===== src/rtl/hazard_pkg.sv =====
// Shared constants and types for the pipeline hazard control unit.
package hazard_pkg;
  localparam int REG_W      = 5;
  localparam int LOAD_CNT_W = 4;
  localparam int MDU_CNT_W  = 6;

  localparam logic [REG_W-1:0] ZERO_REG = '0;

  typedef enum logic {
    LD_IDLE = 1'b0,
    LD_WAIT = 1'b1
  } ld_state_t;

  // $zero never carries a real dependency, so it can never match.
  function automatic logic reg_match(input logic [REG_W-1:0] dst,
                                     input logic [REG_W-1:0] src);
    return (dst != ZERO_REG) && (dst == src);
  endfunction
endpackage


===== src/rtl/stall_down_counter.sv =====
// Loadable down counter that saturates at zero; busy while non-zero.
module stall_down_counter
  import hazard_pkg::*;
#(
  parameter int W = LOAD_CNT_W
) (
  input  logic         clk,
  input  logic         rst,
  input  logic         clear,
  input  logic         load,
  input  logic [W-1:0] load_val,
  output logic [W-1:0] count,
  output logic         busy
);

  always_ff @(posedge clk or posedge rst) begin
    if (rst) begin
      count <= '0;
    end else if (clear) begin
      count <= '0;
    end else if (load) begin
      count <= load_val;
    end else if (count != '0) begin
      count <= count - 1'b1;
    end
  end

  assign busy = (count != '0);

endmodule


===== src/rtl/hazard_ctrl.sv =====
// Pipeline hazard control: load-use, MDU-busy and redirect handling for the 5-stage core.
// Optional HAZARD_PERF_EN adds free-running stall/flush event counters.
module hazard_ctrl
  import hazard_pkg::*;
#(
  parameter int LOAD_STALL_CYCLES = 1,
  parameter int MDU_CYCLES        = 32
) (
  input  logic             clk,
  input  logic             reset,
  input  logic [REG_W-1:0] ID_Rs,
  input  logic [REG_W-1:0] ID_Rt,
  input  logic             ID_UsesRt,
  input  logic             ID_HiLoRead,
  input  logic             ID_MduOp,
  input  logic             ID_Jump,
  input  logic             EX_MemRead,
  input  logic [REG_W-1:0] EX_Rt,
  input  logic             EX_MduStart,
  input  logic             EX_BranchTaken,
  output logic             PCWrite,
  output logic             IF_ID_stall,
  output logic             IF_ID_flush,
  output logic             ID_EX_flush,
  output logic             mdu_busy
`ifdef HAZARD_PERF_EN
  ,
  output logic [31:0]      perf_stall_cnt,
  output logic [31:0]      perf_flush_cnt
`endif
);

  localparam logic [LOAD_CNT_W-1:0] LOAD_RELOAD = LOAD_CNT_W'(LOAD_STALL_CYCLES - 1);
  localparam logic [MDU_CNT_W-1:0]  MDU_RELOAD  = MDU_CNT_W'(MDU_CYCLES - 1);
  localparam bit                    LOAD_MULTI  = (LOAD_STALL_CYCLES > 1);

  ld_state_t               ld_state;
  logic [LOAD_CNT_W-1:0]   load_cnt;
  logic                    load_busy;
  logic [MDU_CNT_W-1:0]    mdu_cnt;
  logic                    mdu_cnt_busy;
  logic                    load_hit;
  logic                    ld_start;
  logic                    ld_wait;
  logic                    mdu_stall;
  logic                    stall;

  assign load_hit = EX_MemRead &&
                    (reg_match(EX_Rt, ID_Rs) || (ID_UsesRt && reg_match(EX_Rt, ID_Rt)));

  assign ld_wait   = (ld_state == LD_WAIT);
  // A taken branch squashes the stalled consumer, so no extra bubbles are owed.
  assign ld_start  = LOAD_MULTI && !ld_wait && load_hit && !EX_BranchTaken;
  assign mdu_stall = mdu_cnt_busy && (ID_HiLoRead || ID_MduOp);
  assign stall     = (load_hit && !ld_wait) || ld_wait || mdu_stall;

  always_ff @(posedge clk or posedge reset) begin
    if (reset) begin
      ld_state <= LD_IDLE;
    end else begin
      case (ld_state)
        LD_IDLE: if (ld_start) ld_state <= LD_WAIT;
        LD_WAIT: if (EX_BranchTaken || load_cnt <= LOAD_CNT_W'(1)) ld_state <= LD_IDLE;
        default: ld_state <= LD_IDLE;
      endcase
    end
  end

  stall_down_counter #(.W(LOAD_CNT_W)) u_load_cnt (
    .clk      (clk),
    .rst      (reset),
    .clear    (EX_BranchTaken),
    .load     (ld_start),
    .load_val (LOAD_RELOAD),
    .count    (load_cnt),
    .busy     (load_busy)
  );

  // The MDU op is already past EX, so redirects never clear this counter.
  stall_down_counter #(.W(MDU_CNT_W)) u_mdu_cnt (
    .clk      (clk),
    .rst      (reset),
    .clear    (1'b0),
    .load     (EX_MduStart),
    .load_val (MDU_RELOAD),
    .count    (mdu_cnt),
    .busy     (mdu_cnt_busy)
  );

  always_comb begin
    PCWrite     = 1'b1;
    IF_ID_stall = 1'b0;
    IF_ID_flush = 1'b0;
    ID_EX_flush = 1'b0;
    mdu_busy    = 1'b0;
    if (!reset) begin
      mdu_busy = mdu_cnt_busy;
      if (EX_BranchTaken) begin
        IF_ID_flush = 1'b1;
        ID_EX_flush = 1'b1;
      end else if (stall) begin
        PCWrite     = 1'b0;
        IF_ID_stall = 1'b1;
        ID_EX_flush = 1'b1;
      end else if (ID_Jump) begin
        IF_ID_flush = 1'b1;
      end
    end
  end

  state_matches_counter: assert property (@(posedge clk) disable iff (reset)
    ld_wait == load_busy);

  // ID_MduOp stalls while busy, so a new start can only arrive once the count has drained.
  no_start_while_busy: assert property (@(posedge clk) disable iff (reset)
    EX_MduStart |-> (mdu_cnt == '0));

`ifdef HAZARD_PERF_EN
  always_ff @(posedge clk or posedge reset) begin
    if (reset) begin
      perf_stall_cnt <= '0;
      perf_flush_cnt <= '0;
    end else begin
      if (stall)       perf_stall_cnt <= perf_stall_cnt + 32'd1;
      if (IF_ID_flush) perf_flush_cnt <= perf_flush_cnt + 32'd1;
    end
  end
`endif

endmodule


===== config.mk =====
export PLATFORM = sky130hd
export DESIGN_NAME = hazard_ctrl
export DESIGN_NICKNAME = d
export VERILOG_FILES = /design/src/rtl/hazard_pkg.sv /design/src/rtl/stall_down_counter.sv /design/src/rtl/hazard_ctrl.sv
export SDC_FILE = /design/constraint.sdc
export NUM_CORES = 1
export LEC_CHECK = 0
export ABC_AREA = 0
export CELL_PAD_IN_SITES_DETAIL_PLACEMENT = 1
export CELL_PAD_IN_SITES_GLOBAL_PLACEMENT = 2
export CORE_MARGIN = 2
export CORE_UTILIZATION = 23
export CTS_CLUSTER_SIZE = 24
export DETAILED_ROUTE_END_ITERATION = 6
export GPL_ROUTABILITY_DRIVEN = 0
export PLACE_DENSITY = 0.74
export RECOVER_POWER = 100
export SLEW_MARGIN = 25
export SYNTH_ARGS = -nofsm -noshare
export SYNTH_HDL_FRONTEND = slang
export SYNTH_SLANG_ARGS = --single-unit

===== constraint.sdc =====
create_clock -name clk -period 1.3 [get_ports clk]
set_input_delay 0.13 -clock clk [delete_from_list [all_inputs] [get_ports clk]]
set_output_delay 0.13 -clock clk [all_outputs]
set_load 0.03 [all_outputs]

==> results of run 1 <==
==> state kept, by name (all words and copies together), names as in the netlist <==
signal / flops
u_mdu_cnt.count: 6
u_load_cnt.count: 4
ld_state: 1
==> layer usage <==
layer | GRT usage | share of wire | vias to the layer above
li1 | - | - | 431
met1 | 0.138 | 0.39 | 413
met2 | 0.237 | 0.54 | 28
met3 | 0.0464 | 0.071 | 0
met4 | 0.0245 | 0 | 0
met5 | 0 | 0 | -
==> report_power, final <==
group	switching (uW)	total (uW)	internal (uW)
Clock	132	246	114
Sequential	50.9	456	405
Combinational	328	687	359
Total	511	1390	878
==> cell families after synthesis <==
kind of cell,share of synthesized area
adders and majority gates,0.0765
muxes,0.0245
xor gates and xnor gates,0.150
buffers and inverters,0.0367
AOI/OAI and AO/OA,0.147
DFF,0.336
and+or+nand+nor,0.229
==> Yosys cell counts <==
| master | number | area, sq um |
|---|---|---|
| o21ai_1 | 3 | 15.0 |
| nand2_1 | 5 | 18.8 |
| nor2_4 | 1 | 11.3 |
| ha_1 | 5 | 62.6 |
| nand4_1 | 1 | 6.26 |
| mux2i_1 | 2 | 20.0 |
| a21oi_1 | 4 | 20.0 |
| xnor2_1 | 12 | 105 |
| nand3b_1 | 1 | 7.51 |
| or2_1 | 1 | 6.26 |
| o31ai_1 | 1 | 7.51 |
| a211oi_1 | 1 | 7.51 |
| a31oi_1 | 1 | 6.26 |
| or3_1 | 3 | 18.8 |
| or3_4 | 1 | 11.3 |
| nand2b_1 | 5 | 31.3 |
| a21o_1 | 1 | 7.51 |
| inv_1 | 7 | 26.3 |
| o22ai_1 | 1 | 6.26 |
| nor2_1 | 7 | 26.3 |
| nor2b_1 | 1 | 6.26 |
| or4_1 | 1 | 7.51 |
| clkbuf_1 | 1 | 3.75 |
| o31ai_4 | 1 | 21.3 |
| o21bai_1 | 1 | 7.51 |
| a32oi_1 | 1 | 8.76 |
| o21ai_0 | 1 | 5.00 |
| nor3_1 | 5 | 25.0 |
| nand3_1 | 1 | 5.00 |
| o21a_1 | 1 | 7.51 |
| and3_1 | 1 | 6.26 |
| xor2_1 | 2 | 17.5 |
| dfrtp_1 | 11 | 275 |
==> worst max-delay path: stages, from the launching register on <==
cell	delay (ps)
dfrtp_1	380
or3_4	410
o31ai_4	190
buf_6	160
nand2_2	50
o21a_4	190
buf_6	130
==> through the flow <==
step	util	power (uW)	cells
after floorplan	-	844	91
after global placement	0.399	1050	186
after detailed placement	0.399	1080	186
after CTS	0.430	1350	193
after global routing	0.445	1510	196
final	0.445	1390	196
==> timing repair <==
| action | in CTS | in global routing |
|---|---|---|
| cloned | 0 | 0 |
| hold buffers | 0 | 0 |
| setup endpoints to repair | 11 | 12 |
| resized for setup | 13 | 9 |
| pin swaps | 5 | 7 |
| buffers inserted | 3 | 5 |
==> worst paths after layout <==
path | to | cells after the start
setup / recovery | ID_EX_flush | 6
hold / removal | u_load_cnt.count[1] | 3
setup reg to reg | u_mdu_cnt.count[1] | 6
hold reg to reg | u_load_cnt.count[3] | 2
max in group asynchronous | u_mdu_cnt.count[3] | 3
min in group clk | u_mdu_cnt.count[5] | 2
==> cell type report <==
type	instances	area share
multi-input combinational	72	0.409
timing repair buffer	56	0.334
sequential	11	0.183
tap	46	0.0382
inverter	7	0.0174
clock buffer	3	0.0149
clock inverter	1	0.00332
==> run metrics, run 1 <==
run status finished with violations; failing checks setup timing; Cell Rows 21; post-synthesis sequential area ratio 0.336; Die X 63.6 um; Leakage Power about 0.00061 uW; reg2reg start u_mdu_cnt.count[3]; vias in the first global route 956; Clock transition at path regs 80 ps; wire per inst ~12 um; Sequential Area 275 sq um; overall overflow remaining after global route 0; Worst Max-Slew Pin Slew 596 ps; Critical Path RT around 1200 ps; FILL cells 403; nets 180; Post-Syn Instances ~90; Syn. warnings 0; Synth Register Bits 11; Post-Place Worst Slack -655 ps; CORE AREA 0.00339 sq mm; pin count of the biggest net entering global routing 12; H-tree level count 1; Worst Setup SP u_mdu_cnt.count[3]; area grow syn2layout 84.3%; commonest cells after routing, fill and taps aside clkdlybuf4s50_1 (23), buf_4 (23), xnor2_1 (12); initial antenna violation count 0; Post-Synthesis Cell Area 818 sq um; Max Buffers Root-to-Sink 2; CTS sink count 11; WS Path Type reg2out; DRT iter0 DRCs 17; global-route wire length before repair a little over 4000 um; RSZ-0062 raised after global routing yes; boundary pin count 29; crit-path max FO 5; Die Ht between 60 and 70 um; worst hold slack 453 ps; fin crit share 1.48; Fin. Hold Viols 0; Vias/cell roughly 4.4; DRT Pass-1 Iters 4; Setup Viol. Count Final 11; critical path arrival between 1500 and 2000 ps; CP Capture Type output pin; Initial Util 0.241; Final TNS setup -3840 ps; Ant. Diodes 0; syn_nets 120; fmax 521 MHz; PortBufs 28; Clk Tree Root Cell clkbuf_4; Setup crit start kind flip-flop; distinct cell type count after synthesis 33; Detailed Place HPWL ~1900 um; r2r setup slk -270 ps; synthesized area per cell roughly 9 sq um; worst min-delay path class in2async; placed inst area roughly 0.0014 sq mm; post-route DRC violation count 0; Routed WL around 2300 um; Worst IR Drop VDD 0.250 mV; CTS tree yes; clock skew 7.34 ps; die area around 0.004 sq mm; layout cells sized above 1 0.367; Post-Layout Inst Area roughly 0.0015 sq mm; MaxCap Viol Count 0; Slew HR 0.602; via count 872; crit path setup slack, layout -619 ps; TritonCTS Buffers 3; PD cells 922 mW/mm^2; clock latency at the later pin of the worst-skew pair around 280 ps; All-Layer GR Usage 0.127; Final min period roughly 1900 ps; Detail Route Antenna Nets 0; Slew Limit Fails 0; multi-input logic area 617 sq um
(Power assumes the default switching activity.)
==> run 2, diff against run 1 <==
Settings changed: ABC_AREA 0 to 1, CORE_UTILIZATION 23 to 20, GPL_TIMING_DRIVEN set to 0, PLACE_DENSITY 0.74 to 0.71, REMOVE_ABC_BUFFERS set to 1.
==> run 2 against run 1 <==
Net effect: the run still ends with setup timing left; worst setup slack improved by 310 ps; via count rose by 5.3%; global-route usage down 2.0 points; register-to-register slack improved by 190 ps; non-clock buffer count fell by 17; clock skew shrank 5.3 ps; count of clock-buffer cells in the layout up 1; core utilization decreased by 9.5 points; critical path depth unchanged; critical path type unchanged; largest power group is now clock; highest routed layer is now met4.
==> run metrics, run 2 <==
Post-synth EDFFs 0 (unchanged); commonest cells after routing, fill and taps aside nand2_1 (38), inv_1 (19), nor2_1 (11), dfrtp_1 (11); hold buffer count at cts 0 (unchanged); Die Ht 69.1 um (+8.6%); CORE AREA 0.00403 sq mm (+19%); Worst Max-Slew Pin Slew 439 ps (-157 ps); Comb power frac 0.267 (-0.228); met2 usage 0.194 (-0.0424); PD cells 690 mW/mm^2 (-25%); initial antenna violation count 0 (unchanged); wire per inst 11.2 um (-6.5%); PortBufs 28 (unchanged); via count 918 (+5.3%); fmax 622 MHz (+19%); CTS tree yes; Initial Util 0.211 (-0.0309); CTS sink count 11 (unchanged); Die X 69.1 um (+8.6%); Fin. Hold Viols 0 (unchanged); Clock transition at path regs 50 ps (-30 ps); synthesized area per cell 6.63 sq um (-26%); Synth Area in Adders 0.0737 (-0.00271); nets 201 (+12%); Post-Synthesis Cell Area 848 sq um (+3.7%); Slew HR 0.707 (+0.105); distinct cell type count after synthesis 20 (-39%); Detail Route Antenna Nets 0 (unchanged); H-tree level count 1 (unchanged); DRT Pass-1 Iters 3 (-1); FILL cells 515 (+28%); fin crit share 1.24 (-0.239); vias in the first global route 933 (-2.4%); pin count of the biggest net entering global routing 9 (-3); register share of total power 0.366 (+0.038); count leader, synth nand2_1; NetSw 277 uW (-46%); Vias/cell 4.15 (-6.6%); critical path arrival 1480 ps (-310 ps); worst hold slack 414 ps (-38.6 ps); Final min period 1610 ps (-311 ps); Synth Area in Compound Gates 0.100 (-0.0465); global-route wire length before repair 4170 um (+2.0%); Worst IR Drop VDD 0.614 mV (+150%); CP max stage cell dfrtp_1; Critical Path RT 1170 ps (about the same); most common library cell in the layout ignoring fill and taps nand2_1; boundary pin count 29 (unchanged); Synth Register Bits 11 (unchanged); Final Util 0.350 (-0.0945); Slew Limit Fails 0 (unchanged); Post-Synth Simple-Gate Area 0.326 (+0.0966); RSZ-0062 raised after global routing yes; Synth area leaders dfrtp_1 (32%), nand2_1 (17%), inv_1 (11%); All-Layer GR Usage 0.107 (-0.0202); area grow syn2layout 66.4%; MaxCap Viol Count 0 (unchanged); Power Internal 696 uW (-21%); biggest regs u_mdu_cnt.count (6), u_load_cnt.count (4), ld_state (1); Max Buffers Root-to-Sink 2 (unchanged); Worst path max stage delay 430 ps (+20 ps); run status finished with violations; clock skew 2.09 ps (-5.26 ps); overall overflow remaining after global route 0 (unchanged); TritonCTS Buffers 3 (unchanged); layout cells sized above 1 0.234 (-0.133); met1 Use GR 0.121 (-0.0163); Net Sw Frac 0.285 (-0.0829); Synth Area in XOR/XNOR 0.0516 (-0.0982); post-synthesis sequential area ratio 0.324 (-0.0119); Clk Tree Root Cell clkbuf_8; post-synth top area cell dfrtp_1; post-synthesis mux area share 0 (-0.0245); Sequential Area 275 sq um (unchanged); die area 0.00478 sq mm (+18%); combinational family with the most area after synthesis simple AND/OR/NAND/NOR gates; crit path setup slack, layout -308 ps (+311 ps); top post-synthesis cells by count nand2_1 (38), inv_1 (24), nor2_1 (13), dfrtp_1 (11), o21ai_0 (9); met3 GRT Util 0.0292 (-0.0172); crit-path max FO 3 (-2); Setup Viol. Count Final 10 (-1); post-route DRC violation count 0 (unchanged); Largest Register u_mdu_cnt.count; placed cells 206 (+11%); Cell Rows 23 (+9.5%); Detailed Place HPWL 1870 um (-0.45%); Finished Layout Cells 221 (+13%); Clk pwr share 0.367 (+0.190); worst min-delay path class in2async; Post-Place Worst Slack -942 ps (-287 ps); Syn. warnings 0 (unchanged); Ant. Diodes 0 (unchanged); Largest register FFs 6 (unchanged); grt peak-use layer met2; multi-input logic area 544 sq um (-12%); Leakage Power 0.000765 uW (+25%); Setup crit start kind flip-flop; Post-Syn Instances 128 (+41%); Top cell by count, worst path a21oi_4; CP Cell Sequence nor2_4 > nand4_4 > a21oi_4 > nand2_4 > a21oi_4 > buf_6; Synth Flop Type dfrtp_1; Yosys top cell area share 0.324 (-0.0119); share of async-settable or async-resettable flops after synthesis 1.00 (unchanged); DRT iter0 DRCs 11 (-6); CP Capture Type output pin; clock latency at the later pin of the worst-skew pair 240 ps (-40 ps); failing checks setup timing; WS Path Type reg2out; Routed WL 2470 um (+5.5%)
[run 2: changes by cell type after synthesis, moves of 4 or more]
cell      before  now
nand2_1        5   38
inv_1          7   24
o21ai_0        1    9
xnor2_1       12    4
nor2_1         7   13
nand2b_1       5    0
inv_2          0    4
[run 2: final cells by class]
cell class / instances / area share
well taps: 50 / 0.0443
clock buffers: 4 / 0.0319
flip-flops and latches: 11 / 0.195
multi-input cells: 89 / 0.386
inverters: 28 / 0.0780
repair buffers: 39 / 0.265
[run 2: worst paths after layout]
| check | from | to | slack (ps) | cells past startpoint |
|---|---|---|---|---|
| worst max-delay path | u_mdu_cnt.count[3] | IF_ID_flush | -310 | 6 |
| worst min-delay path | reset | ld_state | 410 | 3 |
| worst max register to register | u_mdu_cnt.count[0] | u_mdu_cnt.count[0] | -80 | 8 |
| worst min register to register | u_load_cnt.count[1] | u_load_cnt.count[1] | 520 | 2 |
| max in group asynchronous | reset | u_load_cnt.count[3] | 450 | 3 |
| min in group clk | EX_BranchTaken | ld_state | 510 | 2 |
[run 2: stage by stage]
stage | instance area (sq um) | setup TNS [ps] | total power (uW)
2_1_floorplan | 848 | -315 | 465
3_3_place_gp | 1190 | -4080 | 581
3_5_place_dp | 1190 | -4270 | 585
5_1_grt | 1410 | -2510 | 1030
4_1_cts | 1330 | -1460 | 978
6_report | 1410 | -1660 | 974
[run 2: kinds of logic after synthesis]
family	Yosys count
adders and majority gates	5
DFF	11
AOI/OAI and AO/OA	15
xor gates and xnor gates	5
buffers and inverters	28
and+or+nand+nor	64
[run 2: timing repair]
action / in CTS / in global routing
buffers inserted: 9 / 2
gates resized for setup: 49 / 23
endpoints found under the setup margin: 7 / 11
endpoints found under the hold margin: 0 / 0
pin swaps: 8 / 14
cloned: 0 / 0
[run 2: worst max-delay path: cells and delay by family (launching register included)]
family	cells	cell delay, ps
AO/OA/AOI/OAI	2	300
flip-flops	1	430
AND/OR/NAND/NOR	3	370
buffers and inverters	1	140
[run 2: routing by layer]
layer	share of wire	vias to the layer above
met3	0.034	4
li1	-	473
met5	0	-
met2	0.54	16
met1	0.42	425
met4	0.0085	0
[run 2: power groups by stage]
stage	clock network, uW	registers [uW]	logic [uW]
after detailed placement	0	362	223
final	357	356	260
after global routing	385	357	292
after CTS	371	356	251
after floorplan	0	361	104
after global placement	0	362	219
==> RTL change 1, RTL diff (settings of run 1) <==
The package constant `ZERO_REG` goes from '0 to 1.
--- a/src/rtl/hazard_pkg.sv
+++ b/src/rtl/hazard_pkg.sv
@@ -5,5 +5,5 @@
   localparam int MDU_CNT_W  = 6;
 
-  localparam logic [REG_W-1:0] ZERO_REG = '0;
+  localparam logic [REG_W-1:0] ZERO_REG = 1;
 
   typedef enum logic {
Formal check against the unedited RTL: not equivalent (Yosys sat finds a counterexample within 4 cycles, from zero or initial values and one cycle with reset high).
==> RTL change 1 against run 1 <==
- the flow still finishes with violations (negative setup slack)
- routed wire length shrank 1.3%
- clock skew shrank 0.0073 ns
- count of clock-buffer cells in the layout increased by 1
- area after synthesis grew 0.31%
- non-clock buffer count increased by 1
- sequential power grew 1%
- total power fell by 4.0%
- first-iteration DRC count fell by 71%
- sequential cell count unchanged
- design area up 0.75%
- worst setup slack improved by 0.0011 ns
- hold slack gained 0.092 ns
==> RTL change 1: results (changes against run 1) <==
* Outcome: finished, violations left
* Failing checks: negative setup slack
* Synth top cells by count: xnor2_1, dfrtp_1, inv_1, nor2_1
* Met3 usage at 2.11% (-2.5 points)
* Setup WS post-layout at -0.618 ns (+0.00106 ns)
* Wl on met1 at 891 µm (-3.0%)
* Clk pwr at 0.000236 W (-4%)
* Vias in the first global route at 994 (+4.0%)
* Max Used Layer: met4
* Pre-Repair DR Iteration Count at 2 (-2)
* Layout net count at 181 (+0.56%)
* XOR/XNOR share of the synthesized area at 14.9% (-0.046 points)
* WL final at 2.31 mm (-1.3%)
* Met3 WL at 124 µm (-25%)
* R2R setup slack at -0.38 ns (-0.11 ns)
* Iteration-0 DRC Markers at 5 (-12)
* Max VDD drop at 0.307 mV (+23%)
* Layout cell share with drive strength beyond 1 at 37.7% (+1.1 points)
* DP HPWL at 1.96 mm (+4.4%)
* Global-route wire length before repair at 4.17 mm (+2.0%)
* Worst r2r src: u_mdu_cnt.count[2]
* Met2 GRT Util at 25.0% (+1.3 points)
* Synth Area in Compound Gates at 14.6% (-0.045 points)
* Path depth of the worst reg2reg path at 7 (+1)
* Power density over the cells at 878 nW/µm² (-4.8%)
* Met1 GRT Util at 13.5% (-0.26 points)
* Rel. slew slack at 57.3% (-3.0 points)
* Sw Pwr at 0.000476 W (-6.9%)
* Setup violators final at 11 (unchanged)
* WP data arrival at 1.79 ns (about the same)
* TritonCTS buffer count at 3 (unchanged)
* Hold WC Path Type: input pin to register
* Leakage at 0.624 nW (+1.9%)
* Worst Hold Slack at 0.545 ns (+0.0922 ns)
* Comb pwr share at 47.7% (-1.8 points)
* GRT Util Overall at 12.8% (+0.060 points)
* Area contributors post-synth: dfrtp_1, xnor2_1, ha_1
* Clock Skews at 0.0000735 ns (-0.00727 ns)
* Setup slack at placement at -0.668 ns (-0.0129 ns)
* CP Launch Point: u_mdu_cnt.count[2]
RTL change 1: changes by cell type after synthesis:
cell	before	now
or4_1	1	0
or4b_1	0	1
RTL change 1: worst max-delay path, stage by stage (launching register included):
cell,delay [ns]
dfrtp_1,0.38
or3_4,0.41
o31ai_4,0.19
buf_6,0.16
nor3_4,0.05
a21o_2,0.19
buf_6,0.13
RTL change 1: repair_timing:
item	in CTS	in global routing
setup buffers	5	2
setup endpoints to repair	10	11
gates resized for setup	28	2
pin swaps	8	3
RTL change 1: through the flow:
stage | std cells | instance area, µm² | TNS [ns]
after CTS | 195 | 1500 | -3.92
after floorplan | 91 | 867 | -0.943
after global placement | 186 | 1360 | -3.20
final | 197 | 1520 | -4.68
after detailed placement | 186 | 1360 | -3.52
after global routing | 197 | 1520 | -5.65
RTL change 1: area by class of cell:
class                   count  area share (%)
flip-flops and latches     11            18.1
multi-input cells          72            40.4
well taps                  46            3.79
inverters                   7            1.73
clock buffers               4            1.73
repair buffers             57            34.2
==> RTL change 2, RTL diff (settings of run 1) <==
Made on the original files. Change the package constant `LOAD_CNT_W` from 4 to 6.
--- a/src/rtl/hazard_pkg.sv
+++ b/src/rtl/hazard_pkg.sv
@@ -2,5 +2,5 @@
 package hazard_pkg;
   localparam int REG_W      = 5;
-  localparam int LOAD_CNT_W = 4;
+  localparam int LOAD_CNT_W = 6;
   localparam int MDU_CNT_W  = 6;
 
Check against the original RTL: same outputs for any inputs over 10 cycles, from zero or initial values and one cycle with reset high; that may be too few to reach the edited logic, so the function may still have changed.
==> RTL change 2 against run 1 <==
- the run still ends with negative setup slack left
- routed wire length grew 30%
- worst setup slack got worse by 0.074 ns
- via count increased by 14%
- design area increased by 24%
- utilization increased by 5.8 points
- area after synthesis up 10%
- sequential share of layout area shrank 0.85 points
- register-to-register slack got worse by 0.09 ns
- critical path type unchanged
- sequential cell count rose by 2
Power is not compared: it rests on default switching activity, and its combinational part moved more than twofold at a synthesized area within 25%.
==> RTL change 2: results (changes against run 1) <==
* Outcome: finished, violations left
* Failing checks: negative setup slack
* Largest net degree at the start of global routing at 14 (+2)
* Setup violators final at 15 (+4)
* DP HPWL at 2.31 mm (+23%)
* Layout net count at 202 (+12%)
* WP data arrival at 1.86 ns (+0.07 ns)
* Global-route wire length before repair at 4.86 mm (+19%)
* Vias in the first global route at 1,093 (+14%)
* Synth top cells by count: dfrtp_1, xnor2_1, nor2_1
* Hold WC Path Type: input pin to register
* Setup TNS at -5.51 ns (-1.67 ns)
* Largest registers: u_load_cnt.count (6), u_mdu_cnt.count (6), ld_state (1)
* Iteration-0 DRC Markers at 20 (+3)
* Vias/cell at 4.52 (+1.5%)
* Post-DR wirelength/cell at 13.8 µm (+15%)
* CP endpoint: IF_ID_flush
* Clock Tree Root: clkbuf_8
* GRT Util Overall at 14.5% (+1.8 points)
* Synth Net Count at 125 (+4.2%)
* Setup WS post-layout at -0.693 ns (-0.0737 ns)
* Yosys cell types at 37 (+12%)
* Area contributors post-synth: dfrtp_1, xnor2_1, ha_1
* Pre-Repair DR Iteration Count at 2 (-2)
* Setup slack at placement at -1.06 ns (-0.410 ns)
* Max incr delay on CP at 0.38 ns (-0.03 ns)
* Clock Skews at 0.000955 ns (-0.00639 ns)
==> RTL change 2: final cells by class <==
type,count,area (µm²)
timing repair buffer,73,636
inverter,7,26.3
clock buffer,4,45.0
multi-input combinational,76,777
fill,417,1850
tap,48,60.1
sequential,13,325
==> RTL change 2: worst min-delay path by stage <==
| stage | cells after the start | slack [ns] | end | start |
|---|---|---|---|---|
| after detailed placement | 2 | 0.58 | u_mdu_cnt.count[2] | u_mdu_cnt.count[2] |
| after global routing | 2 | 0.64 | u_mdu_cnt.count[3] | u_mdu_cnt.count[3] |
| after floorplan | 1 | 0.02 | ld_state | reset |
| final | 2 | 0.62 | u_mdu_cnt.count[5] | EX_MduStart |
| after CTS | 4 | 0.51 | u_load_cnt.count[2] | reset |
| after global placement | 2 | 0.55 | u_mdu_cnt.count[3] | u_mdu_cnt.count[3] |
==> RTL change 2: per-layer routing <==
| metal | wire, µm | track usage, % |
|---|---|---|
| met1 | 1250 | 16.2 |
| met2 | 1700 | 27.9 |
| met3 | 81 | 3.55 |
| met4 | 6 | 2.30 |
| met5 | 0 | 0 |
==> RTL change 2: what timing repair did <==
| item | 4_1_cts | 5_1_grt |
|---|---|---|
| pin swaps | 17 | 7 |
| buffers inserted | 10 | 4 |
| endpoints found under the hold margin | 0 | 0 |
| gates resized for setup | 39 | 13 |
| endpoints found under the setup margin | 17 | 18 |
==> RTL change 2: cells by family (layout without fill, tap and decap cells) <==
| family | count (synthesis) | in the layout | synth area share (%) |
|---|---|---|---|
| flip-flops | 13 | 13 | 36.1 |
| AO/OA/AOI/OAI | 21 | 21 | 15.8 |
| XOR/XNOR | 14 | 14 | 13.6 |
| AND/OR/NAND/NOR | 35 | 35 | 23.3 |
| adder cells (fa/ha/maj) | 4 | 4 | 5.56 |
| buffers and inverters | 8 | 84 | 3.33 |
| multiplexers | 2 | 2 | 2.22 |
==> RTL change 2: power by group through the flow <==
stage                     registers [W]  logic, W  clock network, W
after floorplan                0.000564  0.000564                 0
after detailed placement       0.000558  0.000974                 0
after global placement         0.000553  0.000928                 0
after global routing           0.000590   0.00166          0.000393
after CTS                      0.000562   0.00139          0.000382
final                          0.000578   0.00153          0.000370
==> RTL change 2: metrics by stage <==
step | area [µm²] | power [W] | hold WS (ns) | util (%)
4_1_cts | 1780 | 0.00233 | 0.507 | 47.8
3_5_place_dp | 1570 | 0.00153 | 0.576 | 42.2
6_report | 1870 | 0.00248 | 0.618 | 50.3
5_1_grt | 1870 | 0.00264 | 0.640 | 50.3
2_1_floorplan | 997 | 0.00113 | 0.0153 | -
3_3_place_gp | 1570 | 0.00148 | 0.551 | 42.2
